$ cat src/rtl/spi_master_seq.sv
// SPI master sequencer (mode 0, MSB first): drives SCLK/SS_n/MOSI for one WIDTH-bit frame and captures MISO.
// Optional build macro SPI_LOOPBACK_EN adds a Loop input that feeds MOSI back into the receive shifter.
`timescale 1ns/1ps

module spi_master_seq #(
   parameter int WIDTH   = 32,
   parameter int MIN_DIV = 2,
   parameter int GAP_CYC = 4
) (
   input  logic             clk,
   input  logic             rstn,
   input  logic [7:0]       ClockDiv,
   input  logic             Start,
   input  logic [WIDTH-1:0] DataIn,
`ifdef SPI_LOOPBACK_EN
   input  logic             Loop,
`endif
   output logic             Busy,
   output logic             Done,
   output logic [WIDTH-1:0] DataOut,
   output logic             SCLK,
   output logic             MOSI,
   input  logic             MISO,
   output logic             SS_n
);

   localparam int BCW = (WIDTH > 1) ? $clog2(WIDTH) : 1;

   typedef enum logic [2:0] {
      IDLE  = 3'd0,
      SETUP = 3'd1,
      HIGH  = 3'd2,
      LOW   = 3'd3,
      HOLD  = 3'd4,
      GAP   = 3'd5
   } state_t;

   state_t           state;
   logic [7:0]       half;
   logic [7:0]       hcnt;
   logic [BCW-1:0]   bit_cnt;
   logic             last_bit;
   logic [WIDTH-1:0] tx_sh;
   logic [WIDTH-1:0] rx_sh;
   logic             hcnt_end;
   logic             rx_bit;

   // Half-period saturates at MIN_DIV so the slave's SCLK synchroniser never misses an edge.
   function automatic logic [7:0] clamp_half(input logic [7:0] div);
      if (div < 8'(MIN_DIV))
         return 8'(MIN_DIV);
      else
         return div;
   endfunction

   assign hcnt_end = (hcnt == (half - 8'd1));

`ifdef SPI_LOOPBACK_EN
   logic loop_q;
   assign rx_bit = loop_q ? MOSI : MISO;
`else
   assign rx_bit = MISO;
`endif

   always_ff @(posedge clk or negedge rstn) begin
      if (!rstn) begin
         state    <= IDLE;
         half     <= 8'd0;
         hcnt     <= 8'd0;
         bit_cnt  <= '0;
         last_bit <= 1'b0;
         tx_sh    <= '0;
         rx_sh    <= '0;
         DataOut  <= '0;
         Busy     <= 1'b0;
         Done     <= 1'b0;
         SCLK     <= 1'b0;
         MOSI     <= 1'b0;
         SS_n     <= 1'b1;
`ifdef SPI_LOOPBACK_EN
         loop_q   <= 1'b0;
`endif
      end else begin
         Done <= 1'b0;
         case (state)
            IDLE: begin
               if (Start) begin
                  half     <= clamp_half(ClockDiv);
                  hcnt     <= 8'd0;
                  bit_cnt  <= '0;
                  last_bit <= 1'b0;
                  tx_sh    <= DataIn;
                  rx_sh    <= '0;
                  MOSI     <= DataIn[WIDTH-1];
                  SS_n     <= 1'b0;
                  Busy     <= 1'b1;
`ifdef SPI_LOOPBACK_EN
                  loop_q   <= Loop;
`endif
                  state    <= SETUP;
               end
            end

            SETUP: begin
               if (hcnt_end) begin
                  hcnt  <= 8'd0;
                  SCLK  <= 1'b1;
                  rx_sh <= {rx_sh[WIDTH-2:0], rx_bit};
                  state <= HIGH;
               end else begin
                  hcnt <= hcnt + 8'd1;
               end
            end

            HIGH: begin
               if (hcnt_end) begin
                  hcnt  <= 8'd0;
                  SCLK  <= 1'b0;
                  state <= LOW;
                  if (bit_cnt == BCW'(WIDTH - 1)) begin
                     last_bit <= 1'b1;
                  end else begin
                     // Rotating keeps the shifter's full width live; only bit WIDTH-2 is presented next.
                     bit_cnt <= bit_cnt + 1'b1;
                     tx_sh   <= {tx_sh[WIDTH-2:0], tx_sh[WIDTH-1]};
                     MOSI    <= tx_sh[WIDTH-2];
                  end
               end else begin
                  hcnt <= hcnt + 8'd1;
               end
            end

            LOW: begin
               if (hcnt_end) begin
                  hcnt <= 8'd0;
                  if (last_bit) begin
                     state <= HOLD;
                  end else begin
                     SCLK  <= 1'b1;
                     rx_sh <= {rx_sh[WIDTH-2:0], rx_bit};
                     state <= HIGH;
                  end
               end else begin
                  hcnt <= hcnt + 8'd1;
               end
            end

            HOLD: begin
               if (hcnt_end) begin
                  hcnt    <= 8'd0;
                  SS_n    <= 1'b1;
                  DataOut <= rx_sh;
                  Done    <= 1'b1;
                  state   <= GAP;
               end else begin
                  hcnt <= hcnt + 8'd1;
               end
            end

            GAP: begin
               if (hcnt == 8'(GAP_CYC - 1)) begin
                  hcnt  <= 8'd0;
                  Busy  <= 1'b0;
                  state <= IDLE;
               end else begin
                  hcnt <= hcnt + 8'd1;
               end
            end

            default: begin
               state <= IDLE;
               Busy  <= 1'b0;
               SCLK  <= 1'b0;
               SS_n  <= 1'b1;
            end
         endcase
      end
   end

endmodule

$ cat config.mk
export PLATFORM = sky130hd
export DESIGN_NAME = spi_master_seq
export DESIGN_NICKNAME = d
export VERILOG_FILES = /design/src/rtl/spi_master_seq.sv
export SDC_FILE = /design/constraint.sdc
export NUM_CORES = 1
export LEC_CHECK = 0
export ABC_AREA = 1
export BUFFER_PORTS_ARGS = -buffer_cell sky130_fd_sc_hd__buf_2
export CORE_AREA = 2 2 109 111
export CTS_BUF_LIST = sky130_fd_sc_hd__clkbuf_4 sky130_fd_sc_hd__clkbuf_8 sky130_fd_sc_hd__clkbuf_16
export CTS_CLUSTER_SIZE = 16
export DETAILED_ROUTE_END_ITERATION = 10
export DIE_AREA = 0 0 111 113
export HOLD_SLACK_MARGIN = 0.08
export MAX_ROUTING_LAYER = met4
export PLACE_DENSITY = 0.87
export SLEW_MARGIN = 20
export SYNTH_ARGS = -nofsm -noshare
export SYNTH_HDL_FRONTEND = slang
export SYNTH_SLANG_ARGS = --single-unit
$ cat constraint.sdc
create_clock -name clk -period 2.23 [get_ports clk]
set_input_delay 0.1115 -clock clk [delete_from_list [all_inputs] [get_ports clk]]
set_output_delay 0.1115 -clock clk [all_outputs]
set_load 0.1 [all_outputs]
## After elaboration in Yosys (flattened, before gate mapping)

Index checks and enable logic that the tools add are counted.

| storage, ports and cells | value |
|---|---|
| flip-flop bits (word level) | 126 |
| output and inout bits | 37 |

| operators by class | value |
|---|---|
| $add $sub $neg | 3 |
| $lt $le $gt $ge | 1 |
| eq/ne operators | 17 |
| mux-type cells | 45 |
| bitwise operators | 3 |
| reduce and logical (&&, ||, !) cells | 17 |

Operator list:

| cell | number |
|---|---|
| 32-bit two-way mux | 7 |
| 32-bit one-hot mux with 3 select lines | 1 |
| 32-bit one-hot mux with 2 select lines | 1 |
| 8-bit two-way mux | 4 |
| 8-bit one-hot mux with 3 select lines | 1 |
| 3-bit two-way mux | 7 |
| 2-bit != test, second input constant | 9 |
| 3-bit one-hot mux with 6 select lines | 1 |
| 5-bit two-way mux | 3 |
| 1-bit two-way mux | 14 |
| 5-bit one-hot mux with 2 select lines | 1 |
| 5-bit AND reduction | 2 |
| 8-bit by 1-bit adder with 8-bit output, second input constant | 1 |
| 8-bit by 2-bit equality test with 1-bit output, second input constant | 1 |
| 8-bit equality test | 1 |
| 8-bit by 2-bit < comparator with 1-bit output, second input constant | 1 |
| 4-bit AND reduction | 2 |
| 4-bit OR reduction | 2 |
| 8-bit by 1-bit subtractor with 8-bit output, second input constant | 1 |
| 3-bit by 2-bit equality test with 1-bit output, second input constant | 2 |
| 3-bit equality test, second input constant | 2 |
| 1-bit one-hot mux with 3 select lines | 2 |
| 2-bit AND reduction | 3 |
| 3-bit AND reduction | 2 |
| other kinds (11) | 15 |

## Logic depth before layout (Yosys ltp)

| logic depth | value |
|---|---|
| word-level depth | 4 |
| mapped depth | 17 |
| mapped depth without buffers | 17 |

## Least setup slack after synthesis

No wires, ideal clock.

| timing path | value |
|---|---|
| path type | register -> register |
| start | register half[0] |
| end | register MOSI |
| arrival time | 1.965 ns |
| setup slack | 0.140 ns |
| stages on the path, launching flop included | 18 |
| clock period less this slack | 2.090 ns |
| cells stage by stage | dfrtp_1 > inv_1 > ha_1 > inv_1 > nand2_1 > nand3_1 > nand2_1 > nand2_1 > nor2_1 > nand2_1 > nor2_1 > nand2_2 > nand2_2 > nand3_2 > buf_4 > buf_2 > nand2_1 > o21ai_1 |

| between the ends | value |
|---|---|
| word-level cells in the longest chain between the ends | 4 |

Ends and longest elaborated chain:

| element | RTL line | RTL |
|---|---|---|
| start, declared | 39 | `logic [7:0] half;` |
| start signal, assigned | 88 | `half <= clamp_half(ClockDiv);` |
| 8-bit by 1-bit subtractor with 8-bit output | 56 | `assign hcnt_end = (hcnt == (half - 8'd1));` |
| 8-bit equality test | 56 |  |
| 2-bit != test (no line) | n/a |  |
| 4-bit AND reduction (no line) | n/a |  |
| end signal, assigned | 94 | `MOSI <= DataIn[WIDTH-1];` |
| end signal, assigned | 126 | `MOSI <= tx_sh[WIDTH-2];` |
| end, declared | 22 | `output logic MOSI,` |

Every way passes these cells.
A chain may end at the register's enable or synchronous reset.

## Final worst setup path

| timing path | value |
|---|---|
| start | register half[2] |
| end | register tx_sh[21] |

| between the ends | value |
|---|---|
| word-level cells in the longest chain between the ends | 4 |

Ends and longest elaborated chain:

| element | RTL line | RTL |
|---|---|---|
| 8-bit by 1-bit subtractor with 8-bit output | 56 |  |
| 8-bit equality test | 56 |  |
| 2-bit != test (no line) | n/a |  |
| 4-bit AND reduction (no line) | n/a |  |
| end signal, assigned | 92 | `tx_sh <= DataIn;` |
| end signal, assigned | 125 | `tx_sh <= {tx_sh[WIDTH-2:0], tx_sh[WIDTH-1]};` |
| end, declared | 43 | `logic [WIDTH-1:0] tx_sh;` |

Every way passes these cells.

==> key figures <==
Clocking
  – Clock buffer count from CTS: 17
  – Clk_lat worst skew: 0.42 ns
  – H-Tree Level Count: 4
  – Clock Sink Count: 125
  – CTS clk-pin slew, worst paths: roughly 0.06 ns
  – Max clock buf depth: 2
  – CTS tree: yes
  – Clock Tree Root: clkbuf_16

STA
  – Clk_skew: 0.00679 ns
  – Final Cycle Share: 102%
  – Measured slew at the worst slew-check pin: 0.521 ns
  – Achievable Freq: roughly 440 MHz
  – Worst slew margin: around two thirds
  – Final hold violations: 0
  – Min Tclk post-route: around 2.3 ns
  – Finish-stage setup viols: 3
  – PnR worst setup slack: -0.0379 ns
  – Setup TNS: -0.0417 ns
  – RSZ-0062 raised after global routing: true
  – Slew Limit Fails: 0

Critical path
  – Crit-path max FO: 19
  – Critical Path Sink Type: register
  – Setup CP Type: reg -> reg
  – Critical Path RT: between 2 and 3 ns
  – Critical Path AT: 2.56 ns
  – Crit path launch type: register

GRT
  – Largest net degree at the start of global routing: 75
  – Number of global-route vias before repair: ~5000
  – Met2 Usage GRT: between 30% and 40%
  – Global-route wire length before repair: roughly 23000 um
  – Most used routing layer in global routing: met2
  – Grt met1 use: approximately 30%
  – GRT Resource Usage Total: between 20% and 30%
  – Met3 usage: 5.84%
  – Initial antenna violation count: 0
  – Congestion Overflow GR: 0

Run status
  – Status: finished with violations
  – Failing checks: negative setup slack

Die
  – Core Area: approximately 0.011 mm2
  – Starting Density: ~50%
  – Num rows: 39
  – Die Width: 111 um
  – Die footprint: about 0.013 mm2
  – Die height: between 100 and 150 um
  – IO Pins: between 80 and 90

Power
  – Pwr per Cell Area: 1550 mW/mm2
  – Static Leak: 4.18 nW
  – VDD IR max: approximately 0.0012 V

Final layout
  – # fillers: 753
  – Final std cells w/o fill: 974
  – Syn-to-layout area delta: 38.4%
  – Net count, final: 866
  – Commonest non-fill, non-tap cell in the layout: nand2_1
  – Diode count: 0
  – Most frequent cells in the layout: nand2_1 (233), dfrtp_1 (124), buf_2 (79), dlygate4sd3_1 (43), nand4_1 (36)
  – Proportion of layout cells with a drive suffix above 1: 25.8%

Hold path
  – Hold Crit Class: in -> reg

Routing
  – Vias per inst: 5.57
  – Pre-antenna DRT Iters: 5
  – Drt wl/cell: approximately 18 um
  – Detailed Route Iter0 Violations: between 400 and 500
  – Via count: roughly 5400
  – Post-route ant nets: 0
  – Final WL: between 15000 and 20000 um
  – Remaining DRCs: 0

Placement
  – # port buffers: 80
  – Gp weighted congestion: about 0.84
  – Cell count after placement: approximately 880
  – Post-DP HPWL: around 8000 um

Synth
  – Syn_area_per_cell: approximately 8.6 um2
  – Syn Nets: 720
  – Register area share after synthesis: about 54%
  – Top FF cell, synth: dfrtp_1
  – Synth Warn #: 0
  – Syn Inst Count: ~670
  – FFs w/ async S/R, synth: 100%
  – Number of synthesized flops with an enable pin: 0
  – Post-synthesis cell type count: 29
  – Synth Cell Area: approximately 0.0058 mm2
  – Post-synthesis sequential element count: 125

Flow run
  – Maxcap violations: 0
power breakdown:
group          internal, W  switching (W)
Combinational      0.00230        0.00361
Clock              0.00175       0.000986
Sequential         0.00303       0.000716
registers in the layout, summed over array words and instances, names as in the netlist:
| register | flops |
|---|---|
| rx_sh | 32 |
| SCLK | 1 |
| tx_sh | 31 |
| last_bit | 1 |
| state | 3 |
| hcnt | 8 |
| SS_n | 1 |
| DataOut | 32 |
| half | 8 |
| Done | 1 |
| bit_cnt | 5 |
| MOSI | 1 |
| Busy | 1 |
metrics by stage:
stage	hold slack (ns)	worst slack (ns)	util, %	power, W	cell area, um2
after floorplan	-0.184	0.140	-	0.00668	5780
after detailed placement	-0.0634	0.0845	56.8	0.00760	6400
after CTS	0.107	0.0589	65.9	0.0104	7420
final	0.151	-0.0379	71.0	0.0124	8000
after global routing	0.209	-0.144	71.0	0.0130	8000
after global placement	-0.0629	0.159	56.8	0.00743	6400
cells in the mapped netlist (3+ instances only):
cell,instances,share of area [%]
buf_4,5,0.65
clkbuf_1,9,0.58
o21ai_0,17,1.5
a21oi_1,6,0.52
nand4_1,36,3.9
xor2_1,7,1.1
nor3_1,5,0.43
buf_6,4,0.78
mux2i_1,32,5.5
inv_1,35,2.3
ha_1,4,0.87
nand2_2,3,0.32
nor2_1,33,2.1
xnor2_1,3,0.45
buf_2,13,1.1
nand3_1,19,1.6
o21ai_1,30,2.6
dfrtp_1,124,54
o22ai_1,6,0.65
nand2_1,272,18
kinds of logic (layout without fill, tap and decap cells):
kind of cell / Yosys count / in the layout / share of synthesized area (%)
fa+ha+maj: 4 / 4 / 0.866
buf+inv: 66 / 224 / 5.41
simple gates: 372 / 373 / 26.6
mux: 32 / 32 / 5.54
flops: 125 / 125 / 54.1
xor+xnor: 10 / 10 / 1.52
compound gates: 63 / 63 / 5.91
path summary, 6_finish.rpt:
kind | depth (start not counted) | end | from | slack (ns)
max | 13 | tx_sh[21] | half[2] | -0.04
min | 3 | Busy | Start | 0.15
max reg2reg | 13 | tx_sh[21] | half[2] | -0.04
min reg2reg | 2 | DataOut[5] | DataOut[5] | 0.46
max in group asynchronous | 3 | tx_sh[18] | rstn | 1.36
min in group asynchronous | 3 | rx_sh[22] | rstn | 0.27
layout make-up:
type | instances | area (um2) | area share [%]
flip-flops and latches | 125 | 3130 | 39.1
multi-input cells | 482 | 2570 | 32.2
repair buffers | 157 | 1400 | 17.4
clock buffers | 26 | 537 | 6.71
well taps | 143 | 179 | 2.24
inverters | 35 | 131 | 1.64
clock inverters | 6 | 55.1 | 0.688
repair_timing:
action | in CTS | in global routing
setup endpoints to repair | 0 | 102
resized for setup | 0 | 80
hold endpoints to repair | 165 | 0
hold buffers | 43 | 0
setup buffers | 0 | 5
critical path, stage by stage, from the launching register on:
cell and delay (ns):
dfrtp_1 0.43, nor2_2 0.16, nand2_1 0.11, nor2_1 0.16
nand2_1 0.07, nand3_1 0.12, nand2_1 0.07, nor2_1 0.18
nand2_4 0.13, nand2_4 0.12, nand3_4 0.18, clkbuf_16 0.25
nand2_1 0.09, o21ai_1 0.09
layer usage:
metal / share of wire (%) / wire length [um]
met2: 50 / 8600
met5: 0 / 0
met4: 4.3 / 735
met3: 6.2 / 1080
met1: 40 / 6820
No activity file was read; power rests on OpenSTA's default activity.
